**src/rtl/mult_share_arbiter.sv**
```systemverilog
// Round-robin front end that time-shares one external approximate multiplier
// among NREQ requesters and returns id-tagged results through a stallable pipeline.
module mult_share_arbiter #(
    parameter int BITWIDTH = 8,
    parameter int NREQ     = 4,
    parameter int MUL_LAT  = 2,
    parameter int IDW      = $clog2(NREQ)
) (
    input  logic                     clk,
    input  logic                     rst_n,
    input  logic [NREQ-1:0]          req_valid,
    input  logic [NREQ*BITWIDTH-1:0] req_a,
    input  logic [NREQ*BITWIDTH-1:0] req_b,
    output logic [NREQ-1:0]          req_ready,
    output logic [BITWIDTH-1:0]      mul_a,
    output logic [BITWIDTH-1:0]      mul_b,
    input  logic [BITWIDTH-1:0]      mul_r,
    output logic                     rsp_valid,
    input  logic                     rsp_ready,
    output logic [IDW-1:0]           rsp_id,
    output logic [BITWIDTH-1:0]      rsp_r,
    output logic                     busy
);

    // Handshake: a transfer happens on any edge where valid & ready are both high;
    // ready never depends on the same requester's payload, only on valid and stall.
    logic                advance;
    logic                accept;
    logic                found;
    logic [IDW-1:0]      ptr;
    logic [IDW-1:0]      grant_idx;
    logic [NREQ-1:0]     grant;
    logic [BITWIDTH-1:0] sel_a;
    logic [BITWIDTH-1:0] sel_b;
    logic                busy_next;

    logic                s1_v;
    logic [IDW-1:0]      s1_id;
    logic [BITWIDTH-1:0] s1_a;
    logic [BITWIDTH-1:0] s1_b;

    logic [MUL_LAT:2]    st_v;
    logic [IDW-1:0]      st_id [2:MUL_LAT];
    logic [BITWIDTH-1:0] st_r  [2:MUL_LAT];

    assign advance = ~st_v[MUL_LAT] | rsp_ready;

    // Search upward from the pointer, wrapping past NREQ-1 back to 0.
    always_comb begin
        int j;
        j         = 0;
        found     = 1'b0;
        grant_idx = '0;
        grant     = '0;
        for (int off = 0; off < NREQ; off++) begin
            j = int'(ptr) + off;
            if (j >= NREQ) j = j - NREQ;
            if (!found && req_valid[j]) begin
                found     = 1'b1;
                grant_idx = IDW'(j);
            end
        end
        if (found) grant[grant_idx] = 1'b1;
    end

    always_comb begin
        sel_a = '0;
        sel_b = '0;
        for (int i = 0; i < NREQ; i++) begin
            if (IDW'(i) == grant_idx) begin
                sel_a = req_a[i*BITWIDTH +: BITWIDTH];
                sel_b = req_b[i*BITWIDTH +: BITWIDTH];
            end
        end
    end

    assign req_ready = (rst_n && advance) ? grant : '0;
    assign accept    = |req_ready;

    always_ff @(posedge clk or negedge rst_n) begin
        if (!rst_n) begin
            ptr <= '0;
        end else if (accept) begin
            ptr <= (grant_idx == IDW'(NREQ-1)) ? '0 : grant_idx + 1'b1;
        end
    end

    // Operand registers keep their old value on idle cycles so the multiplier stays quiet.
    always_ff @(posedge clk or negedge rst_n) begin
        if (!rst_n) begin
            s1_v  <= 1'b0;
            s1_id <= '0;
            s1_a  <= '0;
            s1_b  <= '0;
        end else if (advance) begin
            s1_v <= accept;
            if (accept) begin
                s1_id <= grant_idx;
                s1_a  <= sel_a;
                s1_b  <= sel_b;
            end
        end
    end

    always_ff @(posedge clk or negedge rst_n) begin
        if (!rst_n) begin
            st_v <= '0;
            for (int s = 2; s <= MUL_LAT; s++) begin
                st_id[s] <= '0;
                st_r[s]  <= '0;
            end
        end else if (advance) begin
            st_v[2]  <= s1_v;
            st_id[2] <= s1_id;
            st_r[2]  <= mul_r;
            for (int s = 3; s <= MUL_LAT; s++) begin
                st_v[s]  <= st_v[s-1];
                st_id[s] <= st_id[s-1];
                st_r[s]  <= st_r[s-1];
            end
        end
    end

    // busy reflects the stage valids as they will be after this edge.
    always_comb begin
        busy_next = accept | s1_v;
        for (int s = 2; s < MUL_LAT; s++) begin
            busy_next = busy_next | st_v[s];
        end
    end

    always_ff @(posedge clk or negedge rst_n) begin
        if (!rst_n) begin
            busy <= 1'b0;
        end else if (advance) begin
            busy <= busy_next;
        end
    end

    assign mul_a     = s1_a;
    assign mul_b     = s1_b;
    assign rsp_valid = st_v[MUL_LAT];
    assign rsp_id    = st_id[MUL_LAT];
    assign rsp_r     = st_r[MUL_LAT];

endmodule
```
**config.mk**
```make
export PLATFORM = sky130hd
export DESIGN_NAME = mult_share_arbiter
export DESIGN_NICKNAME = d
export VERILOG_FILES = /design/src/rtl/mult_share_arbiter.sv
export SDC_FILE = /design/constraint.sdc
export NUM_CORES = 1
export LEC_CHECK = 0
export CORE_MARGIN = 5
export CORE_UTILIZATION = 55
export DETAILED_ROUTE_END_ITERATION = 16
export DONT_BUFFER_PORTS = 1
export PLACE_DENSITY = 0.7
export SLEW_MARGIN = 10
export SYNTH_ARGS = -nofsm -noshare
export SYNTH_HDL_FRONTEND = slang
export SYNTH_SLANG_ARGS = --single-unit
```
**constraint.sdc**
```tcl
create_clock -name clk -period 4.2 [get_ports clk]
set_input_delay 0.84 -clock clk [delete_from_list [all_inputs] [get_ports clk]]
set_output_delay 0.84 -clock clk [all_outputs]
set_load 0.05 [all_outputs]
```
==> results of run 1 <==
## critical path: stages
cell and delay (ns):
sky130_fd_sc_hd__nor2b_1 0.11, sky130_fd_sc_hd__a221oi_1 0.39, sky130_fd_sc_hd__or2_2 0.21, sky130_fd_sc_hd__ha_1 0.15, sky130_fd_sc_hd__buf_4 0.24, sky130_fd_sc_hd__and2_1 0.48
## area by class of cell
| type | count | share of cell area [%] |
|---|---|---|
| multi-input cells | 112 | 46.8 |
| flip-flops and latches | 33 | 42.0 |
| well taps | 46 | 2.93 |
| repair buffers | 7 | 2.67 |
| clock inverters | 3 | 2.36 |
| clock buffers | 5 | 1.91 |
| inverters | 7 | 1.34 |
## placed cells by master, fill, tap and decap left out, types with 2 or more instances in the layout
cell type,instances
sky130_fd_sc_hd__nand2b_1,2
sky130_fd_sc_hd__dfrtp_1,33
sky130_fd_sc_hd__and2_1,3
sky130_fd_sc_hd__mux2_2,12
sky130_fd_sc_hd__mux2_4,2
sky130_fd_sc_hd__nand2_1,3
sky130_fd_sc_hd__ha_1,4
sky130_fd_sc_hd__buf_4,7
sky130_fd_sc_hd__nor2b_1,2
sky130_fd_sc_hd__a221oi_1,17
sky130_fd_sc_hd__o22ai_1,15
sky130_fd_sc_hd__nor2_1,3
sky130_fd_sc_hd__or2_2,3
sky130_fd_sc_hd__clkbuf_4,5
sky130_fd_sc_hd__inv_1,7
sky130_fd_sc_hd__o31ai_1,32
## registers in the layout, indices dropped and copies added (netlist names)
signal	flops
busy	1
mul_a	8
mul_b	8
ptr	2
rsp_id	2
rsp_r	8
rsp_valid	1
s1_id	2
s1_v	1
## cells by family (layout without fill, tap and decap cells)
group / after synthesis / count (layout) / share of synthesized area (%)
compound gates: 70 / 70 / 28.9
mux: 15 / 15 / 9.52
buf+inv: 22 / 22 / 5.71
flops: 33 / 33 / 44.9
simple gates: 23 / 23 / 8.29
fa+ha+maj: 4 / 4 / 2.72
## report_power, final
| group | internal (mW) | switching [mW] | total (mW) |
|---|---|---|---|
| sequential | 0.444 | 0.476 | 0.921 |
| clock | 0.126 | 0.115 | 0.240 |
| combinational | 0.300 | 0.389 | 0.689 |
## worst min path at each step
stage	start	slack, ns	depth (start not counted)	end
finish	rst_n	0.18	0	rsp_r[2]$_DFFE_PN0N_
detailed placement	s1_v$_DFFE_PN0N_	0.46	2	s1_v$_DFFE_PN0N_
global placement	s1_v$_DFFE_PN0N_	0.45	2	s1_v$_DFFE_PN0N_
global route	rst_n	0.14	0	rsp_id[0]$_DFFE_PN0N_
CTS	rst_n	0.16	0	rsp_r[2]$_DFFE_PN0N_
floorplan	s1_v$_DFFE_PN0N_	0.44	2	s1_v$_DFFE_PN0N_
## layer usage
layer | vias to the layer above | track usage (%) | wire [um] | part of all wire [%]
li1 | 663 | - | - | -
met1 | 730 | 24.8 | 1740 | 37
met2 | 96 | 32.6 | 2250 | 48
met3 | 10 | 8.54 | 615 | 13
met4 | 0 | 7.69 | 69 | 1.5
met5 | - | 0 | 0 | 0
==> flow_metrics.py, run 1 <==
metrics = {
    "critical_path": {
        "worst_ep_required_time_ns": 3.36,
        "end_kind": "primary output",
        "setup.worst_path.class": "input port to primary output",
        "crit-reg2reg-launch": "ptr[1]$_DFFE_PN0P_",
        "critical_path_source": "req_valid[2]",
        "worst_r2r_endpoint": "mul_a[7]$_DFFE_PN0P_",
        "reg2reg_slack_ns": 1.29,
        "worst_setup_path_start_kind": "input port",
        "worstSetupEndpoint": "req_ready[1]",
        "critical_path_at_ns": 2.43,
        "worstRegToRegCells": 7,
        "worst-path-max-fanout": 20,
    },
    "synth": {
        "synth_area_um2": 1840,
        "number_of_enable_type_register_cells_in_the_synthesized_netlist": 0,
        "synth_nets": 250,
        "synth.top_cells.by_area": "sky130_fd_sc_hd__dfrtp_1 45%, sky130_fd_sc_hd__o31ai_1 13%, sky130_fd_sc_hd__a221oi_1 8.1%",
        "synthDominantAreaCellType": "sky130_fd_sc_hd__dfrtp_1",
        "synth_ff_type": "sky130_fd_sc_hd__dfrtp_1",
        "synth.distinct_cells": 31,
        "synth_top_area_share_pct": 44.9,
        "synth_warnings": 0,
        "post_synth_inst_count": 167,
        "synth_async_sr_flop_share_pct": 100,
        "synth-seq-area-share_pct": 44.9,
        "yosys.cell_count.top_type": "sky130_fd_sc_hd__dfrtp_1",
        "yosys_register_bits": 33,
        "post_synth_most_frequent_cells": "33 x sky130_fd_sc_hd__dfrtp_1, 32 x sky130_fd_sc_hd__o31ai_1, 17 x sky130_fd_sc_hd__a221oi_1, 15 x sky130_fd_sc_hd__o22ai_1, 12 x sky130_fd_sc_hd__mux2_2",
        "syn-mean-instance-area_um2": 11.0,
    },
    "die": {
        "effective_utilization_at_floorplan_pct": 56.0,
        "die_x_um": 67.9,
        "placement_rows": 21,
        "die_height_um": 67.9,
        "io-pin-count": 111,
        "die_ar_um2": 4600,
        "core_region_area_um2": 3280,
    },
    "cts": {
        "cts.root.buffer_cell": "sky130_fd_sc_hd__clkbuf_4",
        "htree_levels": 2,
        "ctsLongestPathBuffers": 2,
        "cts_resized": 0,
        "cts_hold_repair.buffers": 0,
        "clock_latency_ns": 0.33,
        "cts_setup_buffers": 0,
        "number_of_buffers_created_by_cts": 5,
        "cts.clk_slew.worst_paths_ns": 0.11,
        "tritoncts_clock_tree": "built",
        "cts_sinks": 33,
    },
    "timing": {
        "final_slew_violations": 0,
        "setup_viol": 0,
        "fin_worst_skew_ns": 0.00943,
        "period_minus_slack_ns": 3.27,
        "period_utilisation_layout_pct": 77.9,
        "max_clock_freq_ghz": 0.306,
        "final.setup.worst_slack_ns": 0.929,
        "timing.slew.headroom_pct": 30.3,
        "hold_fails_final_rpt": 0,
        "rsz0062_at_grt": "false",
        "timing.setup.tns_ns": 0,
        "worstMarginPinSlew_ns": 1.04,
        "hold_slack_ns": 0.180,
    },
    "placement": {
        "worst_setup_timing_slack_at_the_placement_stage_ns": 0.899,
        "dpl.hpwl_um": 3480,
        "port_buffers": 0,
        "routability_congestion": 0.739,
        "placed_area_um2": 1880,
        "dpl.cell_count": 205,
    },
    "layout": {
        "insertedDiodeCount": 0,
        "num-fill-cells": 282,
        "register_area_um2": 826,
        "layout-drive-gt1-share_pct": 22.8,
        "layout.nets": 249,
        "syn2layout_area_growth_pct": 6.80,
        "area_of_combinational_cells_with_multiple_inputs_um2": 920,
        "postLayoutCellArea_um2": 1970,
        "post_layout_nonfiller_instances": 213,
        "fin_util_pct": 59.8,
    },
    "global_route": {
        "global_route.overflow_total": 0,
        "grt_start_max_net_pins": 35,
        "grt_pass1_vias": 1440,
        "wire_length_of_the_first_global_routing_pass_um": 6960,
        "globalRouteTotalUtil_pct": 20.5,
        "antenna_found_initial": 0,
    },
    "pwr": {
        "worst_ir_drop_vdd_mv": 0.472,
        "total_power_after_layout_mw": 1.85,
        "p_leak_nw": 0.811,
        "pwr_density_nw_per_um2": 941,
    },
    "drt": {
        "viasPerCell": 7.04,
        "post-route-drc-count": 0,
        "drt.antenna.violating_nets": 0,
        "route.detailed.wl_per_inst_um": 22.0,
        "drt_pass1_iterations": 4,
        "route.vias.total": 1499,
        "total_detailed_routing_wirelength_um": 4680,
        "detailedRoute.firstIterationViolations": 102,
    },
    "run_status": {
        "outcome": "complete, no violations",
    },
    "run": {
        "max_cap_violations": 0,
    },
    "hold_path": {
        "hp-class": "input port to asynchronous set/reset pin",
    },
}
No activity file was read; power rests on OpenSTA's default activity.
==> inputs of run 2 (changes only) <==
- clock period: 4.2 -> 3.4 ns (I/O delays scaled with it)
==> flow_metrics.py, run 2 (same netlist as run 1, synthesis figures left out) <==
metrics = {
    "die": {
        "io-pin-count": 111,
        "die_x_um": 67.9,
        "effective_utilization_at_floorplan_pct": 56.0,
        "die_height_um": 67.9,
        "core_region_area_um2": 3280,
        "placement_rows": 21,
        "die_ar_um2": 4600,
    },
    "drt": {
        "total_detailed_routing_wirelength_um": 5000,
        "viasPerCell": 7.04,
        "drt_pass1_iterations": 4,
        "route.vias.total": 1514,
        "detailroute.wirelength.met3_um": 524,
        "drt.antenna.violating_nets": 0,
        "post-route-drc-count": 0,
        "top_layer": "met4",
        "route.detailed.wl_per_inst_um": 23.2,
        "detailedRoute.firstIterationViolations": 109,
        "wl_met2_um": 2380,
        "routedLengthMet1_um": 2070,
    },
    "timing": {
        "setup_viol": 0,
        "timing.slew.headroom_pct": 46.6,
        "timing.setup.tns_ns": 0,
        "hold_fails_final_rpt": 0,
        "max_clock_freq_ghz": 0.332,
        "period_utilisation_layout_pct": 88.6,
        "worstMarginPinSlew_ns": 0.799,
        "fin_worst_skew_ns": 0.00420,
        "rsz0062_at_grt": "false",
        "final_slew_violations": 0,
        "hold_slack_ns": 0.0353,
        "period_minus_slack_ns": 3.01,
    },
    "cts": {
        "ctsLongestPathBuffers": 2,
        "number_of_buffers_created_by_cts": 5,
        "htree_levels": 2,
        "cts_resized": 0,
        "cts.root.buffer_cell": "sky130_fd_sc_hd__clkbuf_4",
        "tritoncts_clock_tree": "built",
        "cts.clk_slew.worst_paths_ns": 0.10,
        "clock_latency_ns": 0.33,
        "cts_sinks": 33,
    },
    "pwr": {
        "p_leak_nw": 0.821,
        "worst_ir_drop_vdd_mv": 0.735,
        "pwr_density_nw_per_um2": 1150,
    },
    "placement": {
        "routability_congestion": 0.781,
        "dpl.hpwl_um": 3630,
        "port_buffers": 0,
        "placed_area_um2": 1890,
    },
    "run_status": {
        "outcome": "complete, no violations",
    },
    "layout": {
        "fin_util_pct": 60.1,
        "layout.nets": 251,
        "layout.cells.most_common": "sky130_fd_sc_hd__dfrtp_1",
        "layout.cells.most_common_list": "33 x sky130_fd_sc_hd__dfrtp_1, 32 x sky130_fd_sc_hd__o31ai_1, 17 x sky130_fd_sc_hd__a221oi_1, 15 x sky130_fd_sc_hd__o22ai_1, 12 x sky130_fd_sc_hd__mux2_2",
        "layout-drive-gt1-share_pct": 23.7,
        "syn2layout_area_growth_pct": 7.27,
        "postLayoutCellArea_um2": 1970,
        "insertedDiodeCount": 0,
    },
    "critical_path": {
        "setup.worst_path.class": "flip-flop to primary output",
        "worstRegToRegCells": 7,
        "critical_path_at_ns": 2.33,
        "worst-path-max-fanout": 6,
        "worst_ep_required_time_ns": 2.72,
        "worst_setup_path_start_kind": "flip-flop",
        "end_kind": "primary output",
    },
    "hold_path": {
        "hp-class": "input port to asynchronous set/reset pin",
    },
    "run": {
        "max_cap_violations": 0,
    },
    "global_route": {
        "antenna_found_initial": 0,
        "global_route.overflow_total": 0,
        "wire_length_of_the_first_global_routing_pass_um": 7410,
        "grt_pass1_vias": 1532,
        "globalRouteTotalUtil_pct": 21.7,
        "grt_start_max_net_pins": 35,
    },
}
-- run 2: cell type report --
type | instances | area [um^2]
clock buffers | 7 | 65.1
clock inverters | 1 | 5.00
fillers | 291 | 1310
inverters | 7 | 26.3
multi-input cells | 112 | 925
flip-flops and latches | 33 | 826
well taps | 46 | 57.6
repair buffers | 9 | 70.1
-- run 2: path summary, 6_finish.rpt --
check	slack, ns	startpoint	end
hold / removal	0.04	rst_n	mul_b[0]$_DFFE_PN0P_
setup / recovery	0.39	ptr[1]$_DFFE_PN0P_	req_ready[2]
hold reg to reg	0.48	s1_v$_DFFE_PN0N_	s1_v$_DFFE_PN0N_
setup reg to reg	0.89	ptr[1]$_DFFE_PN0P_	mul_b[2]$_DFFE_PN0P_
max in group asynchronous	2.03	rst_n	mul_a[7]$_DFFE_PN0P_
min in group clk	0.48	s1_v$_DFFE_PN0N_	s1_v$_DFFE_PN0N_
-- run 2: routing by layer --
metal	up-vias	GRT usage (%)
li1	668	-
met1	744	28.1
met2	98	34.9
met3	4	7.22
met4	0	5.71
met5	-	0
-- run 2: critical path, stage by stage, from the launching register on --
cell                      delay, ns
sky130_fd_sc_hd__dfrtp_1       0.46
sky130_fd_sc_hd__mux2_2        0.37
sky130_fd_sc_hd__o221a_2       0.31
sky130_fd_sc_hd__inv_1         0.09
sky130_fd_sc_hd__ha_1          0.29
sky130_fd_sc_hd__and2_1        0.49
-- run 2: metrics by stage --
step                power, mW  setup WS, ns  instances
finish                   2.27         0.386        215
global route             2.40         0.268        215
CTS                      2.28         0.374        214
detailed placement       2.03         0.576        206
global placement         1.97         0.618        206
floorplan                1.83         0.287        167
-- run 2: what timing repair did --
item,4_1_cts,5_1_grt
setup buffers,0,0
hold buffers,0,1
hold endpoints to repair,0,18
-- run 2: where the power goes --
group | switching, mW | total (mW) | leakage [nW] | internal [mW]
logic | 0.498 | 0.876 | 0.378 | 0.378
clock network | 0.128 | 0.248 | 0.0413 | 0.120
registers | 0.593 | 1.14 | 0.401 | 0.549
==> inputs of run 3 (changes only) <==
- CORE_ASPECT_RATIO: unset -> 0.9
- SLEW_MARGIN: 10 -> unset
==> flow_metrics.py, run 3 (same netlist as run 1, synthesis figures left out) <==
metrics = {
    "layout": {
        "layout.cells.most_common": "sky130_fd_sc_hd__dfrtp_1",
        "layout-drive-gt1-share_pct": 23.4,
        "syn2layout_area_growth_pct": 8.63,
        "insertedDiodeCount": 0,
        "fin_util_pct": 60.5,
        "num-fill-cells": 292,
        "postLayoutCellArea_um2": 2000,
        "register_area_um2": 826,
        "area_of_combinational_cells_with_multiple_inputs_um2": 925,
        "layout.nets": 249,
        "layout.cells.most_common_list": "33 x sky130_fd_sc_hd__dfrtp_1, 32 x sky130_fd_sc_hd__o31ai_1, 17 x sky130_fd_sc_hd__a221oi_1, 15 x sky130_fd_sc_hd__o22ai_1, 12 x sky130_fd_sc_hd__mux2_2",
    },
    "critical_path": {
        "reg2reg_slack_ns": 0.50,
        "critical_path_source": "ptr[1]$_DFFE_PN0P_",
        "setup.worst_path.class": "flip-flop to primary output",
        "worstSetupEndpoint": "req_ready[2]",
        "worst_r2r_endpoint": "mul_a[4]$_DFFE_PN0P_",
        "worst_setup_path_start_kind": "flip-flop",
        "critical_path_at_ns": 2.26,
        "end_kind": "primary output",
        "crit-reg2reg-launch": "ptr[1]$_DFFE_PN0P_",
        "worst-path-max-fanout": 6,
        "worstRegToRegCells": 7,
        "worst_ep_required_time_ns": 2.72,
    },
    "placement": {
        "placed_area_um2": 1880,
        "port_buffers": 0,
        "routability_congestion": 0.783,
        "dpl.hpwl_um": 3630,
    },
    "global_route": {
        "wire_length_of_the_first_global_routing_pass_um": 7600,
        "antenna_found_initial": 0,
        "globalRouteTotalUtil_pct": 21.0,
        "global_route.usage.met3_pct": 7.91,
        "groute.layer.met1.usage_pct": 27.0,
        "global_route.overflow_total": 0,
        "globalRouteMet2Util_pct": 31.9,
        "grt_busiest_layer": "met2",
        "grt_start_max_net_pins": 35,
        "grt_pass1_vias": 1479,
    },
    "drt": {
        "detailedRoute.firstIterationViolations": 95,
        "drt.antenna.violating_nets": 0,
        "route.vias.total": 1457,
        "drt_pass1_iterations": 4,
        "post-route-drc-count": 0,
        "viasPerCell": 6.91,
        "total_detailed_routing_wirelength_um": 4840,
        "route.detailed.wl_per_inst_um": 22.9,
    },
    "cts": {
        "cts.clk_slew.worst_paths_ns": 0.07,
        "number_of_buffers_created_by_cts": 5,
        "cts_setup_buffers": 0,
        "cts_hold_repair.buffers": 0,
        "ctsLongestPathBuffers": 2,
        "cts_resized": 0,
        "tritoncts_clock_tree": "built",
        "cts_sinks": 33,
        "clock_latency_ns": 0.29,
        "cts.root.buffer_cell": "sky130_fd_sc_hd__clkbuf_8",
        "htree_levels": 2,
    },
    "die": {
        "die_height_um": 64.9,
        "placement_rows": 20,
        "die_ar_um2": 4600,
        "effective_utilization_at_floorplan_pct": 55.7,
        "io-pin-count": 111,
        "die_x_um": 71.0,
        "core_region_area_um2": 3300,
    },
    "timing": {
        "period_minus_slack_ns": 2.94,
        "hold_fails_final_rpt": 0,
        "worstMarginPinSlew_ns": 1.05,
        "fin_worst_skew_ns": 0.00811,
        "rsz0062_at_grt": "false",
        "final_slew_violations": 0,
        "period_utilisation_layout_pct": 86.6,
        "setup_viol": 0,
        "hold_slack_ns": 0.0777,
        "max_clock_freq_ghz": 0.340,
        "timing.setup.tns_ns": 0,
        "timing.slew.headroom_pct": 29.9,
    },
    "pwr": {
        "total_power_after_layout_mw": 2.36,
        "p_leak_nw": 0.825,
        "pwr_density_nw_per_um2": 1180,
        "worst_ir_drop_vdd_mv": 0.568,
    },
    "run": {
        "max_cap_violations": 0,
    },
    "run_status": {
        "outcome": "complete, no violations",
    },
    "hold_path": {
        "hp-class": "input port to asynchronous set/reset pin",
    },
}
==> run 3: worst min-delay path by stage <==
stage / startpoint / end / slack (ns) / cells past startpoint
2_1_floorplan: rst_n / busy$_DFFE_PN0N_ / 0.38 / 0
3_3_place_gp: rst_n / rsp_r[5]$_DFFE_PN0N_ / 0.39 / 0
3_5_place_dp: rst_n / rsp_r[5]$_DFFE_PN0N_ / 0.39 / 0
4_1_cts: rst_n / rsp_r[5]$_DFFE_PN0N_ / 0.07 / 0
5_1_grt: rst_n / rsp_r[3]$_DFFE_PN0N_ / 0.06 / 0
6_report: rst_n / rsp_r[1]$_DFFE_PN0N_ / 0.08 / 0
==> run 3: worst max-delay path: stages (launching register included) <==
cell and delay, ns:
sky130_fd_sc_hd__dfrtp_1 0.41, sky130_fd_sc_hd__mux2_2 0.36, sky130_fd_sc_hd__o221a_2 0.31, sky130_fd_sc_hd__inv_1 0.09
sky130_fd_sc_hd__ha_1 0.30, sky130_fd_sc_hd__and2_1 0.50
==> run 3: area by class of cell <==
cell class,count,share of cell area (%)
multi-input combinational,112,46.2
sequential,33,41.3
clock buffer,5,3.44
clock inverter,3,2.32
tap,44,2.75
timing repair buffer,7,2.63
inverter,7,1.31
==> run 3: through the flow <==
step / setup WS (ns) / instances
after floorplan: 0.287 / 167
after global placement: 0.448 / 203
after detailed placement: 0.269 / 203
after CTS: 0.446 / 211
after global routing: 0.0876 / 211
final: 0.456 / 211
==> run 3: where the power goes <==
| part | switching [mW] | total (mW) | internal, mW |
|---|---|---|---|
| Sequential | 0.585 | 1.14 | 0.550 |
| Combinational | 0.488 | 0.860 | 0.371 |
| Clock | 0.147 | 0.366 | 0.219 |
| Total | 1.22 | 2.36 | 1.14 |
==> run 3: layer usage <==
layer  up-vias  share of wire [%]  routed length, um
met2        85                 47               2290
met5         -                  0                  0
met3         8                 11                509
met1       702                 41               1980
li1        662                  -                  -
met4         0                1.1                 55
